`config.mk`:
```
export PLATFORM = sky130hd
export DESIGN_NAME = cdb_arbiter_flat
export DESIGN_NICKNAME = d
export VERILOG_FILES = /design/src/rtl/cdb_arbiter_if.sv /design/src/rtl/cdb_arbiter.sv /design/src/flat_wrapper.sv
export SDC_FILE = /design/constraint.sdc
export NUM_CORES = 1
export LEC_CHECK = 0
export ABC_AREA = 1
export CAP_MARGIN = 20
export CORE_MARGIN = 2
export CORE_UTILIZATION = 35
export CTS_CLUSTER_DIAMETER = 60
export DETAILED_ROUTE_END_ITERATION = 16
export PLACE_DENSITY = 0.64
export SKIP_CTS_REPAIR_TIMING = 1
export SYNTH_ARGS = -nofsm -noshare
export SYNTH_HDL_FRONTEND = slang
export SYNTH_SLANG_ARGS = --single-unit
```
`constraint.sdc`:
```
create_clock -name clk -period 4.5 [get_ports clk]
set_clock_uncertainty 0.2 [all_clocks]
set_input_delay 1.125 -clock clk [delete_from_list [all_inputs] [get_ports clk]]
set_output_delay 1.125 -clock clk [all_outputs]
set_load 0.05 [all_outputs]
```
`src/rtl/cdb_arbiter_if.sv`:
```
// Result-bus bundle between the two execution units and the CDB arbiter.
// master = producer/consumer side (execution units, ROB); slave = arbiter.
interface cdb_arbiter_if #(
    parameter int DATA_W = 32,
    parameter int TAG_W  = 3
);
    logic              flush;
    logic              add_valid;
    logic [DATA_W-1:0] add_val;
    logic [TAG_W-1:0]  add_tag;
    logic              mul_valid;
    logic [DATA_W-1:0] mul_val;
    logic [TAG_W-1:0]  mul_tag;
    logic              add_stall;
    logic              mul_stall;
    logic              cdb_valid;
    logic [DATA_W-1:0] cdb_val;
    logic [TAG_W-1:0]  cdb_tag;
    logic              cdb_src;
    logic              overflow;

    modport master (
        output flush, add_valid, add_val, add_tag, mul_valid, mul_val, mul_tag,
        input  add_stall, mul_stall, cdb_valid, cdb_val, cdb_tag, cdb_src, overflow
    );

    modport slave (
        input  flush, add_valid, add_val, add_tag, mul_valid, mul_val, mul_tag,
        output add_stall, mul_stall, cdb_valid, cdb_val, cdb_tag, cdb_src, overflow
    );
endinterface

```
`src/rtl/cdb_arbiter.sv`:
```
// Common data bus arbiter: one result FIFO per execution unit (adder, multiplier),
// round-robin grant, registered single-result broadcast per cycle.
module cdb_arbiter #(
    parameter int DATA_W = 32,
    parameter int TAG_W  = 3,
    parameter int DEPTH  = 2
) (
    input  logic          clk,
    input  logic          reset,
    cdb_arbiter_if.slave  bus
);
    localparam int PW = $clog2(DEPTH);
    localparam int CW = $clog2(DEPTH + 1);
    localparam logic [CW-1:0] FULL = CW'(DEPTH);

    typedef enum logic {SRC_ADD = 1'b0, SRC_MUL = 1'b1} src_e;

    // Queue index 0 = adder, 1 = multiplier; matches the cdb_src encoding.
    logic [DATA_W-1:0] val_mem [2][DEPTH];
    logic [TAG_W-1:0]  tag_mem [2][DEPTH];
    logic [PW-1:0]     wr_ptr  [2];
    logic [PW-1:0]     rd_ptr  [2];
    logic [CW-1:0]     count   [2];
    src_e              last_grant;

    logic              cdb_valid_q;
    logic [DATA_W-1:0] cdb_val_q;
    logic [TAG_W-1:0]  cdb_tag_q;
    logic              cdb_src_q;
    logic              overflow_q;

    logic [1:0]        in_valid;
    logic [DATA_W-1:0] in_val [2];
    logic [TAG_W-1:0]  in_tag [2];
    logic [1:0]        nonempty;
    logic [1:0]        full;
    logic [1:0]        grant;
    logic [1:0]        push;
    logic              drop;
    logic [DATA_W-1:0] head_val;
    logic [TAG_W-1:0]  head_tag;

    always_comb begin
        in_valid  = {bus.mul_valid, bus.add_valid};
        in_val[0] = bus.add_val;
        in_val[1] = bus.mul_val;
        in_tag[0] = bus.add_tag;
        in_tag[1] = bus.mul_tag;
        nonempty  = '0;
        full      = '0;
        for (int unsigned s = 0; s < 2; s++) begin
            nonempty[s] = (count[s] != '0);
            full[s]     = (count[s] == FULL);
        end
        // Tie goes to the queue that did not win last time.
        grant[0] = !bus.flush && nonempty[0] && (!nonempty[1] || last_grant == SRC_MUL);
        grant[1] = !bus.flush && nonempty[1] && !grant[0];
        push     = '0;
        for (int unsigned s = 0; s < 2; s++) begin
            push[s] = in_valid[s] && !bus.flush && (!full[s] || grant[s]);
        end
        drop     = !bus.flush && (|(in_valid & full & ~grant));
        head_val = grant[1] ? val_mem[1][rd_ptr[1]] : val_mem[0][rd_ptr[0]];
        head_tag = grant[1] ? tag_mem[1][rd_ptr[1]] : tag_mem[0][rd_ptr[0]];
    end

    always_ff @(posedge clk) begin
        for (int unsigned s = 0; s < 2; s++) begin
            if (reset && push[s]) begin
                val_mem[s][wr_ptr[s]] <= in_val[s];
                tag_mem[s][wr_ptr[s]] <= in_tag[s];
            end
        end
    end

    always_ff @(posedge clk or negedge reset) begin
        if (!reset) begin
            for (int unsigned s = 0; s < 2; s++) begin
                wr_ptr[s] <= '0;
                rd_ptr[s] <= '0;
                count[s]  <= '0;
            end
            last_grant  <= SRC_MUL;
            cdb_valid_q <= 1'b0;
            cdb_val_q   <= '0;
            cdb_tag_q   <= '0;
            cdb_src_q   <= 1'b0;
            overflow_q  <= 1'b0;
        end else begin
            if (drop) begin
                overflow_q <= 1'b1;
            end
            if (bus.flush) begin
                for (int unsigned s = 0; s < 2; s++) begin
                    wr_ptr[s] <= '0;
                    rd_ptr[s] <= '0;
                    count[s]  <= '0;
                end
                cdb_valid_q <= 1'b0;
            end else begin
                for (int unsigned s = 0; s < 2; s++) begin
                    if (push[s]) begin
                        wr_ptr[s] <= wr_ptr[s] + PW'(1);
                    end
                    if (grant[s]) begin
                        rd_ptr[s] <= rd_ptr[s] + PW'(1);
                    end
                    if (push[s] && !grant[s]) begin
                        count[s] <= count[s] + CW'(1);
                    end else if (!push[s] && grant[s]) begin
                        count[s] <= count[s] - CW'(1);
                    end
                end
                cdb_valid_q <= |grant;
                if (|grant) begin
                    cdb_val_q  <= head_val;
                    cdb_tag_q  <= head_tag;
                    cdb_src_q  <= grant[1];
                    last_grant <= grant[1] ? SRC_MUL : SRC_ADD;
                end
            end
        end
    end

    assign bus.add_stall = full[0];
    assign bus.mul_stall = full[1];
    assign bus.cdb_valid = cdb_valid_q;
    assign bus.cdb_val   = cdb_val_q;
    assign bus.cdb_tag   = cdb_tag_q;
    assign bus.cdb_src   = cdb_src_q;
    assign bus.overflow  = overflow_q;
endmodule

```
`src/flat_wrapper.sv`:
```
// flat-port wrapper written by rule: the top's interface ports become plain ports
module cdb_arbiter_flat 
#(
    parameter int DATA_W = 32,
    parameter int TAG_W  = 3,
    parameter int DEPTH  = 2
)
  (clk, reset, bus_flush, bus_add_valid, bus_add_val, bus_add_tag, bus_mul_valid, bus_mul_val, bus_mul_tag, bus_add_stall, bus_mul_stall, bus_cdb_valid, bus_cdb_val, bus_cdb_tag, bus_cdb_src, bus_overflow);
  cdb_arbiter_if #(.DATA_W(DATA_W), .TAG_W(TAG_W)) bus_i ();
  input  logic clk;
  input  logic reset;
  input wire logic [$bits(bus_i.flush)-1:0] bus_flush;
  input wire logic [$bits(bus_i.add_valid)-1:0] bus_add_valid;
  input wire logic [$bits(bus_i.add_val)-1:0] bus_add_val;
  input wire logic [$bits(bus_i.add_tag)-1:0] bus_add_tag;
  input wire logic [$bits(bus_i.mul_valid)-1:0] bus_mul_valid;
  input wire logic [$bits(bus_i.mul_val)-1:0] bus_mul_val;
  input wire logic [$bits(bus_i.mul_tag)-1:0] bus_mul_tag;
  output wire logic [$bits(bus_i.add_stall)-1:0] bus_add_stall;
  output wire logic [$bits(bus_i.mul_stall)-1:0] bus_mul_stall;
  output wire logic [$bits(bus_i.cdb_valid)-1:0] bus_cdb_valid;
  output wire logic [$bits(bus_i.cdb_val)-1:0] bus_cdb_val;
  output wire logic [$bits(bus_i.cdb_tag)-1:0] bus_cdb_tag;
  output wire logic [$bits(bus_i.cdb_src)-1:0] bus_cdb_src;
  output wire logic [$bits(bus_i.overflow)-1:0] bus_overflow;
  assign bus_i.flush = bus_flush;
  assign bus_i.add_valid = bus_add_valid;
  assign bus_i.add_val = bus_add_val;
  assign bus_i.add_tag = bus_add_tag;
  assign bus_i.mul_valid = bus_mul_valid;
  assign bus_i.mul_val = bus_mul_val;
  assign bus_i.mul_tag = bus_mul_tag;
  assign bus_add_stall = bus_i.add_stall;
  assign bus_mul_stall = bus_i.mul_stall;
  assign bus_cdb_valid = bus_i.cdb_valid;
  assign bus_cdb_val = bus_i.cdb_val;
  assign bus_cdb_tag = bus_i.cdb_tag;
  assign bus_cdb_src = bus_i.cdb_src;
  assign bus_overflow = bus_i.overflow;
  cdb_arbiter #(.DATA_W(DATA_W), .TAG_W(TAG_W), .DEPTH(DEPTH)) u_core (.clk(clk), .reset(reset), .bus(bus_i));
endmodule
```
==> impl_results.html, run 1 <==
<table>
<tr><th>Metric</th><th>Value</th></tr>
<tr><th colspan="2">Die</th></tr>
<tr><td>Die span in y</td><td>149 um</td></tr>
<tr><td>Die area</td><td>0.0221 mm^2</td></tr>
<tr><td>Total number of placement rows</td><td>52</td></tr>
<tr><td>Initial standard-cell utilization of the core</td><td>0.359</td></tr>
<tr><td>Number of primary I/O pins</td><td>115</td></tr>
<tr><td>Die width</td><td>149 um</td></tr>
<tr><td>Core ar.</td><td>0.0204 mm^2</td></tr>
<tr><th colspan="2">Drt</th></tr>
<tr><td>Antenna Nets Post-Route</td><td>0</td></tr>
<tr><td>Vias per inst</td><td>4.67</td></tr>
<tr><td>Iteration count of the initial detailed-routing pass</td><td>5</td></tr>
<tr><td>Wire length after detailed routing</td><td>16200 um</td></tr>
<tr><td>Initial DRC count</td><td>325</td></tr>
<tr><td>Avg WL per Cell</td><td>16.6 um</td></tr>
<tr><td>Number of design rule violations left after detail routing</td><td>0</td></tr>
<tr><td>Detailed-route via count</td><td>4547</td></tr>
<tr><th colspan="2">STA</th></tr>
<tr><td>Setup violations, final</td><td>0</td></tr>
<tr><td>Number of hold violations in the final report</td><td>0</td></tr>
<tr><td>Tightest slew margin relative to the limit</td><td>0.381</td></tr>
<tr><td>Max-slew violation count</td><td>0</td></tr>
<tr><td>Fmax</td><td>0.284 GHz</td></tr>
<tr><td>Time the worst path needs with I/O delays and setup</td><td>3.52 ns</td></tr>
<tr><td>RSZ-0062 raised after global routing</td><td>false</td></tr>
<tr><td>Tcrit/Tclk final</td><td>0.782</td></tr>
<tr><td>Setup TNS Final</td><td>0 ns</td></tr>
<tr><td>Worst slew pin tran</td><td>0.928 ns</td></tr>
<tr><th colspan="2">GRT</th></tr>
<tr><td>Number of antenna violations at the first check in global routing</td><td>0</td></tr>
<tr><td>Global-route wire length before repair</td><td>25800 um</td></tr>
<tr><td>Pin count of the biggest net entering global routing</td><td>48</td></tr>
<tr><td>Leftover overflow at the end of global routing</td><td>0</td></tr>
<tr><td>Vias in the first global route</td><td>4881</td></tr>
<tr><td>Overall fraction of global-route tracks in use</td><td>0.154</td></tr>
<tr><th colspan="2">Worst setup path</th></tr>
<tr><td>Delay of the slowest cell on the worst path</td><td>0.90 ns</td></tr>
<tr><td>Family with the most delay on the worst path</td><td>buffers and inverters</td></tr>
<tr><td>Worst Setup Path Type</td><td>flop to output port</td></tr>
<tr><td>Startpoint types</td><td>flop</td></tr>
<tr><td>Critical path peak fanout</td><td>4</td></tr>
<tr><td>WP data arrival</td><td>2.19 ns</td></tr>
<tr><td>Worst R2R Start</td><td>u_core.count[0]</td></tr>
<tr><td>Buf+Inv Stages, Crit Path</td><td>2</td></tr>
<tr><td>Endpoint of the lowest-slack register-to-register path</td><td>u_core.val_mem[0][32]</td></tr>
<tr><td>Worst EP required</td><td>3.17 ns</td></tr>
<tr><td>Worst R2R Path Depth</td><td>6</td></tr>
<tr><td>Critical path cell sequence</td><td>inv_2 &gt; nor2_1 &gt; clkdlybuf4s50_1</td></tr>
<tr><td>Master of the slowest instance on the critical path</td><td>clkdlybuf4s50_1</td></tr>
<tr><td>Reg-to-reg setup timing slack</td><td>1.99 ns</td></tr>
<tr><td>Kind of end point of the critical path</td><td>output port</td></tr>
<tr><th colspan="2">Place</th></tr>
<tr><td>Final weighted congestion in routability-driven placement</td><td>0.753</td></tr>
<tr><td>DP Cell Count</td><td>941</td></tr>
<tr><td>DP Wirelength</td><td>11200 um</td></tr>
<tr><td>Number of input and output port buffers inserted</td><td>114</td></tr>
<tr><td>Instance area at placement</td><td>0.00876 mm^2</td></tr>
<tr><th colspan="2">Synth</th></tr>
<tr><td>Cell area after technology mapping</td><td>0.00733 mm^2</td></tr>
<tr><td>Cell taking the most area after synthesis</td><td>edfxtp_1</td></tr>
<tr><td>Synthesized flop and latch total</td><td>187</td></tr>
<tr><td>Cell types occupying the most area after synthesis</td><td>edfxtp_1 (57%), dfrtp_1 (16%), nand2_1 (7.9%)</td></tr>
<tr><td>Share of synthesized flip-flops with an asynchronous set or reset</td><td>0.251</td></tr>
<tr><td>Post-Syn Nets</td><td>647</td></tr>
<tr><td>Top cell type's share of synthesized area</td><td>0.573</td></tr>
<tr><td>Yosys warning count</td><td>0</td></tr>
<tr><td>Most instantiated flip-flop cell in the synthesis netlist</td><td>edfxtp_1</td></tr>
<tr><td>Number of flops mapped to enable cells by yosys</td><td>140</td></tr>
<tr><td>Post-synthesis area per instance</td><td>12.8 um^2</td></tr>
<tr><td>Count of distinct cell types in the synthesized netlist</td><td>31</td></tr>
<tr><td>Part of the Yosys area used for sequential elements</td><td>0.734</td></tr>
<tr><td>Gate Count Post-Synth</td><td>572</td></tr>
<tr><th colspan="2">Power</th></tr>
<tr><td>Reported leakage power</td><td>3.60 nW</td></tr>
<tr><td>Peak ir drop on the vdd network</td><td>0.000313 V</td></tr>
<tr><td>Pwr Density</td><td>650 mW/mm^2</td></tr>
<tr><th colspan="2">Min path</th></tr>
<tr><td>Hold EP</td><td>u_core.bus.cdb_val[30]</td></tr>
<tr><td>HP Class</td><td>flop to flop</td></tr>
<tr><td>Launch instance of the worst min-delay path</td><td>u_core.bus.cdb_val[30]</td></tr>
<tr><td>Cells on Worst Hold Path</td><td>2</td></tr>
<tr><th colspan="2">CTS</th></tr>
<tr><td>Clock transition time at the flip-flop clock pins of the worst setup and hold paths</td><td>0.07 ns</td></tr>
<tr><td>Clock Latency Late Sink</td><td>0.43 ns</td></tr>
<tr><td>Clock buffer depth</td><td>2</td></tr>
<tr><td>Clock Root Buffer</td><td>clkbuf_16</td></tr>
<tr><td>Num CTS Buffers</td><td>17</td></tr>
<tr><td>Clock Sinks</td><td>187</td></tr>
<tr><td>Clock tree from TritonCTS</td><td>done</td></tr>
<tr><td>H-tree levels</td><td>4</td></tr>
<tr><th colspan="2">Layout</th></tr>
<tr><td>Final instance area</td><td>0.00940 mm^2</td></tr>
<tr><td>Diode insertion count for antenna repair</td><td>0</td></tr>
<tr><td>Final cell count without fillers</td><td>973</td></tr>
<tr><td>Final-stage net count</td><td>765</td></tr>
<tr><td>Fillers</td><td>1864</td></tr>
<tr><td>Layout area overhead</td><td>28.1%</td></tr>
<tr><td>Layout cell share with drive strength beyond 1</td><td>0.121</td></tr>
<tr><th colspan="2">Job</th></tr>
<tr><td>Maximum Capacitance Violations</td><td>0</td></tr>
<tr><th colspan="2">Outcome</th></tr>
<tr><td>Result of the run</td><td>complete, no violations</td></tr>
</table>
==> worst max path at each step <==
stage,startpoint,endpoint,cells after the start
after floorplan,bus_flush,u_core.tag_mem[0][10],6
after global placement,bus_flush,u_core.tag_mem[0][3],7
after detailed placement,bus_flush,u_core.val_mem[0][32],7
after CTS,u_core.count[1],bus_mul_stall,3
after global routing,u_core.count[1],bus_mul_stall,3
final,u_core.count[1],bus_mul_stall,3
==> area by class of cell <==
cell class	count	area, um^2	area share
clock buffer	17	425	0.0453
clock inverter	15	211	0.0225
inverter	18	67.6	0.00719
multi-input combinational	342	1750	0.186
sequential	187	5380	0.573
tap	270	338	0.0360
timing repair buffer	124	1220	0.130
==> metal layers <==
metal  GRT usage  routed length [um]
met1       0.188                6830
met2       0.269                8380
met3      0.0370                 700
met4      0.0514                 255
met5           0                   0
==> state kept, by name, indices dropped and copies added, names as in the netlist <==
register and cells:
u_core.val_mem 128, u_core.bus.cdb_val 32, u_core.tag_mem 12, u_core.count 4, u_core.bus.cdb_tag 3, u_core.rd_ptr 2
u_core.wr_ptr 2, u_core.bus.cdb_src 1, u_core.bus.cdb_valid 1, u_core.bus.overflow 1, u_core.last_grant 1
==> through the flow <==
stage                     hold WS (ns)   util  worst slack [ns]  power (mW)
after floorplan                  0.271      -             0.741        3.90
after global placement           0.275  0.429             0.793        4.53
after CTS                        0.295  0.460             0.990        6.18
after detailed placement         0.269  0.429             0.733        4.59
final                            0.292  0.460             0.980        6.10
after global routing             0.320  0.460             0.932        6.44
==> worst register-to-register path: stages, from the launching register on <==
cell and delay, ns:
dfrtp_1 0.45, o21ai_2 0.21, nand2_4 0.23, nand2_1 0.15
nand2_1 0.16, nor3_4 0.39, buf_4 0.38
==> cell families (layout without fill, tap and decap cells) <==
group	after synthesis	count (layout)	share of synthesized area
AO/OA/AOI/OAI	74	74	0.0531
XOR/XNOR	1	1	0.00119
buffers and inverters	43	174	0.0331
flip-flops	187	187	0.734
multiplexers	35	35	0.0520
AND/OR/NAND/NOR	232	232	0.127
==> where the power goes <==
part           switching, mW  internal, mW
clock network          0.643         0.941
logic                   1.42         0.730
registers              0.233          2.14
total                   2.29          3.81
==> cells in the mapped netlist, drive strengths merged (2+ instances only) <==
cell type,number
edfxtp,140
clkbuf,4
nor3,2
mux2i,10
nor2,55
buf,21
nand2,159
o21ai,38
inv,18
nand3,13
dfrtp,46
a21oi,35
mux2,25
==> placed cells by master, fill, tap and decap left out, types with 4 or more instances in the layout <==
| cell | instances |
|---|---|
| bufinv_16 | 4 |
| clkdlybuf4s50_1 | 113 |
| o21ai_0 | 36 |
| buf_4 | 9 |
| nand3_1 | 13 |
| a21oi_1 | 34 |
| nand2_1 | 155 |
| edfxtp_1 | 140 |
| mux2i_1 | 10 |
| nor2_1 | 53 |
| inv_6 | 4 |
| inv_1 | 13 |
| clkbuf_16 | 17 |
| mux2_2 | 25 |
| inv_2 | 5 |
| dfrtp_1 | 45 |
Note: power is estimated with default switching activity, not from simulation.
==> run 2: changes to the inputs <==
PLACE_DENSITY = 0.62   (was 0.64)
clock period = 3.6 ns   (was 4.5 ns; I/O delays follow)
==> run 2 against run 1 <==
Effect of this change: power grew 27%; count of clock-buffer cells in the layout grew 2; die area did not move; critical endpoint unchanged; largest cell class unchanged.
==> impl_results.html, run 2 (synthesis gave the netlist of run 1 again) <==
<table>
<tr><th>Metric</th><th>Value</th></tr>
<tr><th colspan="2">Outcome</th></tr>
<tr><td>Result of the run</td><td>complete, no violations</td></tr>
<tr><th colspan="2">Layout</th></tr>
<tr><td>Sequential cell area</td><td>0.00538 mm^2 (unchanged)</td></tr>
<tr><td>Fillers</td><td>1849 (-0.80%)</td></tr>
<tr><td>Final cell count without fillers</td><td>972 (-0.10%)</td></tr>
<tr><td>Final core utilization</td><td>0.463 (+0.00282)</td></tr>
<tr><td>Max reg flops</td><td>128 (unchanged)</td></tr>
<tr><td>Final-stage net count</td><td>764 (-0.13%)</td></tr>
<tr><td>Area of the multi-input gates</td><td>0.00175 mm^2 (unchanged)</td></tr>
<tr><td>Layout cell share with drive strength beyond 1</td><td>0.118 (-0.00268)</td></tr>
<tr><td>Diode insertion count for antenna repair</td><td>0 (unchanged)</td></tr>
<tr><td>Layout area overhead</td><td>28.9%</td></tr>
<tr><td>Commonest cells after routing, fill and taps aside</td><td>nand2_1 (155), edfxtp_1 (140), clkdlybuf4s50_1 (113)</td></tr>
<tr><td>Most common cell after layout, fill and taps aside</td><td>nand2_1</td></tr>
<tr><td>Final instance area</td><td>0.00945 mm^2 (+0.61%)</td></tr>
<tr><th colspan="2">STA</th></tr>
<tr><td>Number of hold violations in the final report</td><td>0 (unchanged)</td></tr>
<tr><td>Worst slew pin tran</td><td>1.02 ns (+0.0884 ns)</td></tr>
<tr><td>Time the worst path needs with I/O delays and setup</td><td>3.21 ns</td></tr>
<tr><td>Setup TNS Final</td><td>0 ns (unchanged)</td></tr>
<tr><td>RSZ-0062 raised after global routing</td><td>false</td></tr>
<tr><td>Tightest slew margin relative to the limit</td><td>0.322 (-0.0589)</td></tr>
<tr><td>Fmax</td><td>0.311 GHz</td></tr>
<tr><td>Setup violations, final</td><td>0 (unchanged)</td></tr>
<tr><td>Hold Slack</td><td>0.284 ns (-0.00739 ns)</td></tr>
<tr><td>Setup ws final</td><td>0.386 ns (-0.595 ns)</td></tr>
<tr><td>Max-slew violation count</td><td>0 (unchanged)</td></tr>
<tr><td>Tcrit/Tclk final</td><td>0.893</td></tr>
<tr><th colspan="2">Die</th></tr>
<tr><td>Initial standard-cell utilization of the core</td><td>0.359 (unchanged)</td></tr>
<tr><td>Core ar.</td><td>0.0204 mm^2 (unchanged)</td></tr>
<tr><td>Number of primary I/O pins</td><td>115 (unchanged)</td></tr>
<tr><td>Die width</td><td>149 um (unchanged)</td></tr>
<tr><td>Die area</td><td>0.0221 mm^2 (unchanged)</td></tr>
<tr><td>Die span in y</td><td>149 um (unchanged)</td></tr>
<tr><td>Total number of placement rows</td><td>52 (unchanged)</td></tr>
<tr><th colspan="2">Power</th></tr>
<tr><td>Sequential power share</td><td>0.381 (-0.008)</td></tr>
<tr><td>P_sw</td><td>2.82 mW (+23%)</td></tr>
<tr><td>Cell-internal power</td><td>4.92 mW (+29%)</td></tr>
<tr><td>Part of the total power dissipated in the clock network</td><td>0.267 (+0.008)</td></tr>
<tr><td>Reported leakage power</td><td>3.62 nW (+0.72%)</td></tr>
<tr><td>Pwr Density</td><td>819 mW/mm^2 (+26%)</td></tr>
<tr><td>Comb pwr share</td><td>0.352 (about the same)</td></tr>
<tr><td>Power Total</td><td>7.74 mW (+27%)</td></tr>
<tr><td>Peak ir drop on the vdd network</td><td>0.000315 V (+0.72%)</td></tr>
<tr><td>Proportion of total power due to net switching</td><td>0.364 (-0.0116)</td></tr>
<tr><th colspan="2">Worst setup path</th></tr>
<tr><td>WP data arrival</td><td>2.11 ns (-0.08 ns)</td></tr>
<tr><td>Family with the most delay on the worst path</td><td>buffers and inverters</td></tr>
<tr><td>Worst Setup Path Type</td><td>flop to output port</td></tr>
<tr><td>Worst EP required</td><td>2.50 ns (-0.67 ns)</td></tr>
<tr><td>Buf+Inv Stages, Crit Path</td><td>2 (unchanged)</td></tr>
<tr><td>Startpoint types</td><td>flop</td></tr>
<tr><td>Master of the slowest instance on the critical path</td><td>clkdlybuf4s50_1</td></tr>
<tr><td>Critical path peak fanout</td><td>4 (unchanged)</td></tr>
<tr><td>Critical path cell sequence</td><td>inv_2 &gt; nor2_1 &gt; clkdlybuf4s50_1</td></tr>
<tr><td>Delay of the slowest cell on the worst path</td><td>0.89 ns (about the same)</td></tr>
<tr><td>Kind of end point of the critical path</td><td>output port</td></tr>
<tr><th colspan="2">Min path</th></tr>
<tr><td>HP Class</td><td>flop to flop</td></tr>
<tr><th colspan="2">CTS</th></tr>
<tr><td>Clock Root Buffer</td><td>clkbuf_16</td></tr>
<tr><td>Clock transition time at the flip-flop clock pins of the worst setup and hold paths</td><td>0.06 ns (about the same)</td></tr>
<tr><td>Clock Latency Late Sink</td><td>0.42 ns (about the same)</td></tr>
<tr><td>Clock buffer depth</td><td>2 (unchanged)</td></tr>
<tr><td>Clock tree from TritonCTS</td><td>done</td></tr>
<tr><td>H-tree levels</td><td>4 (unchanged)</td></tr>
<tr><td>Clock Sinks</td><td>187 (unchanged)</td></tr>
<tr><td>Num CTS Buffers</td><td>17 (unchanged)</td></tr>
<tr><th colspan="2">Place</th></tr>
<tr><td>Number of input and output port buffers inserted</td><td>114 (unchanged)</td></tr>
<tr><td>Worst Setup Slack post-DPL</td><td>0.485 ns (-0.248 ns)</td></tr>
<tr><td>DP Wirelength</td><td>10800 um (-3.9%)</td></tr>
<tr><td>Instance area at placement</td><td>0.00879 mm^2 (+0.34%)</td></tr>
<tr><td>DP Cell Count</td><td>940 (-0.11%)</td></tr>
<tr><td>Final weighted congestion in routability-driven placement</td><td>0.797 (+5.8%)</td></tr>
<tr><th colspan="2">Drt</th></tr>
<tr><td>Iteration count of the initial detailed-routing pass</td><td>4 (-1)</td></tr>
<tr><td>Initial DRC count</td><td>386 (+19%)</td></tr>
<tr><td>Vias per inst</td><td>4.71 (+0.81%)</td></tr>
<tr><td>Number of design rule violations left after detail routing</td><td>0 (unchanged)</td></tr>
<tr><td>Avg WL per Cell</td><td>16.6 um (-0.28%)</td></tr>
<tr><td>Antenna Nets Post-Route</td><td>0 (unchanged)</td></tr>
<tr><td>Detailed-route via count</td><td>4579 (+0.70%)</td></tr>
<tr><td>Wire length after detailed routing</td><td>16100 um (-0.38%)</td></tr>
<tr><th colspan="2">GRT</th></tr>
<tr><td>Overall fraction of global-route tracks in use</td><td>0.154 (-0.000281)</td></tr>
<tr><td>Number of antenna violations at the first check in global routing</td><td>0 (unchanged)</td></tr>
<tr><td>Vias in the first global route</td><td>4919 (+0.78%)</td></tr>
<tr><td>Pin count of the biggest net entering global routing</td><td>48 (unchanged)</td></tr>
<tr><td>Leftover overflow at the end of global routing</td><td>0 (unchanged)</td></tr>
<tr><td>Global-route wire length before repair</td><td>25700 um (-0.16%)</td></tr>
<tr><th colspan="2">Job</th></tr>
<tr><td>Maximum Capacitance Violations</td><td>0 (unchanged)</td></tr>
</table>
run 2: cell types whose count changed in the layout (fill, tap and decap cells not counted), sizes merged:
cell and delta:
inv -4, bufinv +2, clkbuf +2, clkinv +2, clkinvlp -2, buf -1
run 2: routing by layer:
metal	vias to the layer above	GRT usage	share of wire
li1	2202	-	-
met4	0	0.0624	0.022
met3	30	0.0419	0.052
met5	-	0	0
met1	2223	0.176	0.40
met2	124	0.273	0.52
run 2: power by group through the flow:
stage | combinational [mW] | sequential (mW) | clock (mW)
2_1_floorplan | 1.32 | 3.56 | 0
3_3_place_gp | 2.70 | 2.99 | 0
3_5_place_dp | 2.75 | 3.00 | 0
4_1_cts | 2.76 | 2.96 | 2.10
5_1_grt | 2.95 | 3.00 | 2.21
6_report | 2.73 | 2.95 | 2.07
run 2: path summary, 6_finish.rpt:
| check | startpoint | endpoint | slack (ns) | cells past startpoint |
|---|---|---|---|---|
| min | u_core.bus.cdb_src | u_core.bus.cdb_src | 0.28 | 2 |
| min in group asynchronous | reset | u_core.bus.cdb_val[25] | 0.45 | 2 |
| max in group asynchronous | reset | u_core.rd_ptr[1] | 2.30 | 2 |
| min reg2reg | u_core.bus.cdb_src | u_core.bus.cdb_src | 0.28 | 2 |
| max reg2reg | u_core.count[0] | u_core.val_mem[0][86] | 1.49 | 7 |
| max | u_core.count[1] | bus_mul_stall | 0.39 | 3 |
run 2: worst register-to-register path: cells and delay by family (launching register included):
family / cells / cell delay (ns)
and+or+nand+nor: 4 / 0.59
DFF: 1 / 0.45
AOI/OAI and AO/OA: 1 / 0.20
buffers and inverters: 2 / 0.34
run 2: layout make-up:
cell class / count / area share
Sequential cell: 187 / 0.569
Tap cell: 270 / 0.0357
Clock inverter: 13 / 0.0234
Inverter: 18 / 0.00715
Multi-Input combinational cell: 342 / 0.185
Timing Repair Buffer: 123 / 0.133
Clock buffer: 19 / 0.0469
==> run 3: changes to the inputs <==
CTS_CLUSTER_DIAMETER = 30   (was 60)
MAX_ROUTING_LAYER = met4   (was not set)
==> run 3 against run 2 <==
Effect of this change: global-route usage grew 0.46 points; count of clock-buffer cells in the layout is the same; worst hold slack lost 0.00098 ns.
==> impl_results.html, run 3 (synthesis gave the netlist of run 1 again) <==
<table>
<tr><th>Metric</th><th>Value</th></tr>
<tr><th colspan="2">Outcome</th></tr>
<tr><td>Result of the run</td><td>complete, no violations</td></tr>
<tr><th colspan="2">Job</th></tr>
<tr><td>Maximum Capacitance Violations</td><td>0 (unchanged)</td></tr>
<tr><th colspan="2">Layout</th></tr>
<tr><td>Commonest cells after routing, fill and taps aside</td><td>nand2_1 (155), edfxtp_1 (140), clkdlybuf4s50_1 (113)</td></tr>
<tr><td>Final instance area</td><td>0.00945 mm^2 (unchanged)</td></tr>
<tr><td>Final-stage net count</td><td>764 (unchanged)</td></tr>
<tr><td>Sequential cell area</td><td>0.00538 mm^2 (unchanged)</td></tr>
<tr><td>Layout cell share with drive strength beyond 1</td><td>0.118 (unchanged)</td></tr>
<tr><td>Diode insertion count for antenna repair</td><td>0 (unchanged)</td></tr>
<tr><td>Fillers</td><td>1849 (unchanged)</td></tr>
<tr><td>Layout area overhead</td><td>28.9% (unchanged)</td></tr>
<tr><td>Most common cell after layout, fill and taps aside</td><td>nand2_1</td></tr>
<tr><td>Max reg flops</td><td>128 (unchanged)</td></tr>
<tr><td>Area of the multi-input gates</td><td>0.00175 mm^2 (unchanged)</td></tr>
<tr><th colspan="2">Die</th></tr>
<tr><td>Initial standard-cell utilization of the core</td><td>0.359 (unchanged)</td></tr>
<tr><td>Die span in y</td><td>149 um (unchanged)</td></tr>
<tr><td>Core ar.</td><td>0.0204 mm^2 (unchanged)</td></tr>
<tr><td>Die width</td><td>149 um (unchanged)</td></tr>
<tr><td>Number of primary I/O pins</td><td>115 (unchanged)</td></tr>
<tr><td>Total number of placement rows</td><td>52 (unchanged)</td></tr>
<tr><td>Die area</td><td>0.0221 mm^2 (unchanged)</td></tr>
<tr><th colspan="2">STA</th></tr>
<tr><td>Hold Slack</td><td>0.283 ns (-0.000980 ns)</td></tr>
<tr><td>Max-slew violation count</td><td>0 (unchanged)</td></tr>
<tr><td>Time the worst path needs with I/O delays and setup</td><td>3.21 ns (-0.00165 ns)</td></tr>
<tr><td>Tightest slew margin relative to the limit</td><td>0.329 (+0.00686)</td></tr>
<tr><td>Tcrit/Tclk final</td><td>0.892 (about the same)</td></tr>
<tr><td>Number of hold violations in the final report</td><td>0 (unchanged)</td></tr>
<tr><td>RSZ-0062 raised after global routing</td><td>false</td></tr>
<tr><td>Setup TNS Final</td><td>0 ns (unchanged)</td></tr>
<tr><td>Fmax</td><td>0.311 GHz (about the same)</td></tr>
<tr><td>Setup violations, final</td><td>0 (unchanged)</td></tr>
<tr><td>Worst slew pin tran</td><td>1.01 ns (-0.0103 ns)</td></tr>
<tr><th colspan="2">Worst setup path</th></tr>
<tr><td>Reg-to-reg setup timing slack</td><td>1.50 ns (about the same)</td></tr>
<tr><td>Master of the slowest instance on the critical path</td><td>clkdlybuf4s50_1</td></tr>
<tr><td>Startpoint types</td><td>flop</td></tr>
<tr><td>Worst Setup Path Type</td><td>flop to output port</td></tr>
<tr><td>Worst EP required</td><td>2.50 ns (about the same)</td></tr>
<tr><td>Crit. path cell count</td><td>3 (unchanged)</td></tr>
<tr><td>WP data arrival</td><td>2.11 ns (about the same)</td></tr>
<tr><td>Kind of end point of the critical path</td><td>output port</td></tr>
<tr><td>Worst R2R Start</td><td>u_core.count[0]</td></tr>
<tr><td>Family with the most delay on the worst path</td><td>buffers and inverters</td></tr>
<tr><td>Endpoint of the most critical setup path</td><td>bus_mul_stall</td></tr>
<tr><td>Critical path cell sequence</td><td>inv_2 &gt; nor2_1 &gt; clkdlybuf4s50_1</td></tr>
<tr><td>Worst R2R Path Depth</td><td>7 (unchanged)</td></tr>
<tr><td>Delay of the slowest cell on the worst path</td><td>0.89 ns (about the same)</td></tr>
<tr><td>Critical path peak fanout</td><td>4 (unchanged)</td></tr>
<tr><td>Endpoint of the lowest-slack register-to-register path</td><td>u_core.val_mem[0][86]</td></tr>
<tr><td>Crit. Startpoint</td><td>u_core.count[1]</td></tr>
<tr><td>Buf+Inv Stages, Crit Path</td><td>2 (unchanged)</td></tr>
<tr><th colspan="2">GRT</th></tr>
<tr><td>Vias in the first global route</td><td>4917 (-0.041%)</td></tr>
<tr><td>Leftover overflow at the end of global routing</td><td>0 (unchanged)</td></tr>
<tr><td>Overall fraction of global-route tracks in use</td><td>0.158 (+0.00455)</td></tr>
<tr><td>Number of antenna violations at the first check in global routing</td><td>0 (unchanged)</td></tr>
<tr><td>Global-route wire length before repair</td><td>25700 um (about the same)</td></tr>
<tr><td>Pin count of the biggest net entering global routing</td><td>48 (unchanged)</td></tr>
<tr><th colspan="2">CTS</th></tr>
<tr><td>Clock transition time at the flip-flop clock pins of the worst setup and hold paths</td><td>0.06 ns (about the same)</td></tr>
<tr><td>Clock buffer depth</td><td>2 (unchanged)</td></tr>
<tr><td>Clock tree from TritonCTS</td><td>done</td></tr>
<tr><td>Clock Root Buffer</td><td>clkbuf_16</td></tr>
<tr><td>H-tree levels</td><td>4 (unchanged)</td></tr>
<tr><td>Clock Latency Late Sink</td><td>0.42 ns (about the same)</td></tr>
<tr><td>Clock Sinks</td><td>187 (unchanged)</td></tr>
<tr><td>Num CTS Buffers</td><td>17 (unchanged)</td></tr>
<tr><th colspan="2">Place</th></tr>
<tr><td>Final weighted congestion in routability-driven placement</td><td>0.811 (+1.8%)</td></tr>
<tr><td>DP Wirelength</td><td>10800 um (unchanged)</td></tr>
<tr><td>Number of input and output port buffers inserted</td><td>114 (unchanged)</td></tr>
<tr><td>Instance area at placement</td><td>0.00879 mm^2 (unchanged)</td></tr>
<tr><th colspan="2">Drt</th></tr>
<tr><td>Avg WL per Cell</td><td>16.6 um (+0.26%)</td></tr>
<tr><td>Detailed-route via count</td><td>4573 (-0.13%)</td></tr>
<tr><td>Iteration count of the initial detailed-routing pass</td><td>5 (+1)</td></tr>
<tr><td>Number of design rule violations left after detail routing</td><td>0 (unchanged)</td></tr>
<tr><td>Wire length after detailed routing</td><td>16100 um (+0.26%)</td></tr>
<tr><td>Antenna Nets Post-Route</td><td>0 (unchanged)</td></tr>
<tr><td>Initial DRC count</td><td>378 (-2.1%)</td></tr>
<tr><td>Vias per inst</td><td>4.70 (-0.13%)</td></tr>
<tr><th colspan="2">Min path</th></tr>
<tr><td>HP Class</td><td>flop to flop</td></tr>
<tr><th colspan="2">Power</th></tr>
<tr><td>Reported leakage power</td><td>3.62 nW (unchanged)</td></tr>
<tr><td>Power Total</td><td>7.74 mW (about the same)</td></tr>
<tr><td>Peak ir drop on the vdd network</td><td>0.000314 V (-0.34%)</td></tr>
<tr><td>Pwr Density</td><td>819 mW/mm^2 (about the same)</td></tr>
</table>
==> run 3: cell counts in the layout (fill, tap and decap cells not counted) <==
No cell type changed its count.
==> run 3: worst min path at each step <==
stage	from	end	slack, ns	depth (start not counted)
after floorplan	u_core.last_grant	u_core.last_grant	0.27	2
after global placement	u_core.bus.cdb_val[25]	u_core.bus.cdb_val[25]	0.27	2
after detailed placement	u_core.bus.cdb_val[13]	u_core.bus.cdb_val[13]	0.27	2
after CTS	u_core.bus.cdb_val[13]	u_core.bus.cdb_val[13]	0.29	2
after global routing	u_core.bus.cdb_val[11]	u_core.bus.cdb_val[11]	0.30	2
final	u_core.bus.cdb_src	u_core.bus.cdb_src	0.28	2
==> run 3: worst min-delay path, cell delays in order (launching register included) <==
cell and delay (ns):
dfrtp_1 0.34, nand2_1 0.06, nand2_1 0.05
==> run 3: area by class of cell <==
class / count / area share
multi-input cells: 342 / 0.185
clock inverters: 13 / 0.0234
clock buffers: 19 / 0.0469
well taps: 270 / 0.0357
flip-flops and latches: 187 / 0.569
repair buffers: 123 / 0.133
inverters: 18 / 0.00715
==> run 3: layer usage <==
| metal | up-vias | global-route usage | wire, um |
|---|---|---|---|
| met5 | - | - | 0 |
| met4 | 0 | 0.0624 | 320 |
| met3 | 26 | 0.0398 | 737 |
| met2 | 123 | 0.273 | 8480 |
| met1 | 2222 | 0.177 | 6610 |
| li1 | 2202 | - | - |
==> run 3: through the flow <==
| step | util | setup WS [ns] | std cells |
|---|---|---|---|
| after floorplan | - | 0.0656 | 572 |
| after global placement | 0.430 | 0.540 | 940 |
| after detailed placement | 0.430 | 0.485 | 940 |
| after CTS | 0.463 | 0.374 | 972 |
| after global routing | 0.463 | 0.319 | 972 |
| final | 0.463 | 0.387 | 972 |
==> run 3: power breakdown <==
group | switching [mW] | internal [mW]
Sequential | 0.276 | 2.67
Combinational | 1.79 | 0.932
Clock | 0.752 | 1.32
Total | 2.82 | 4.92
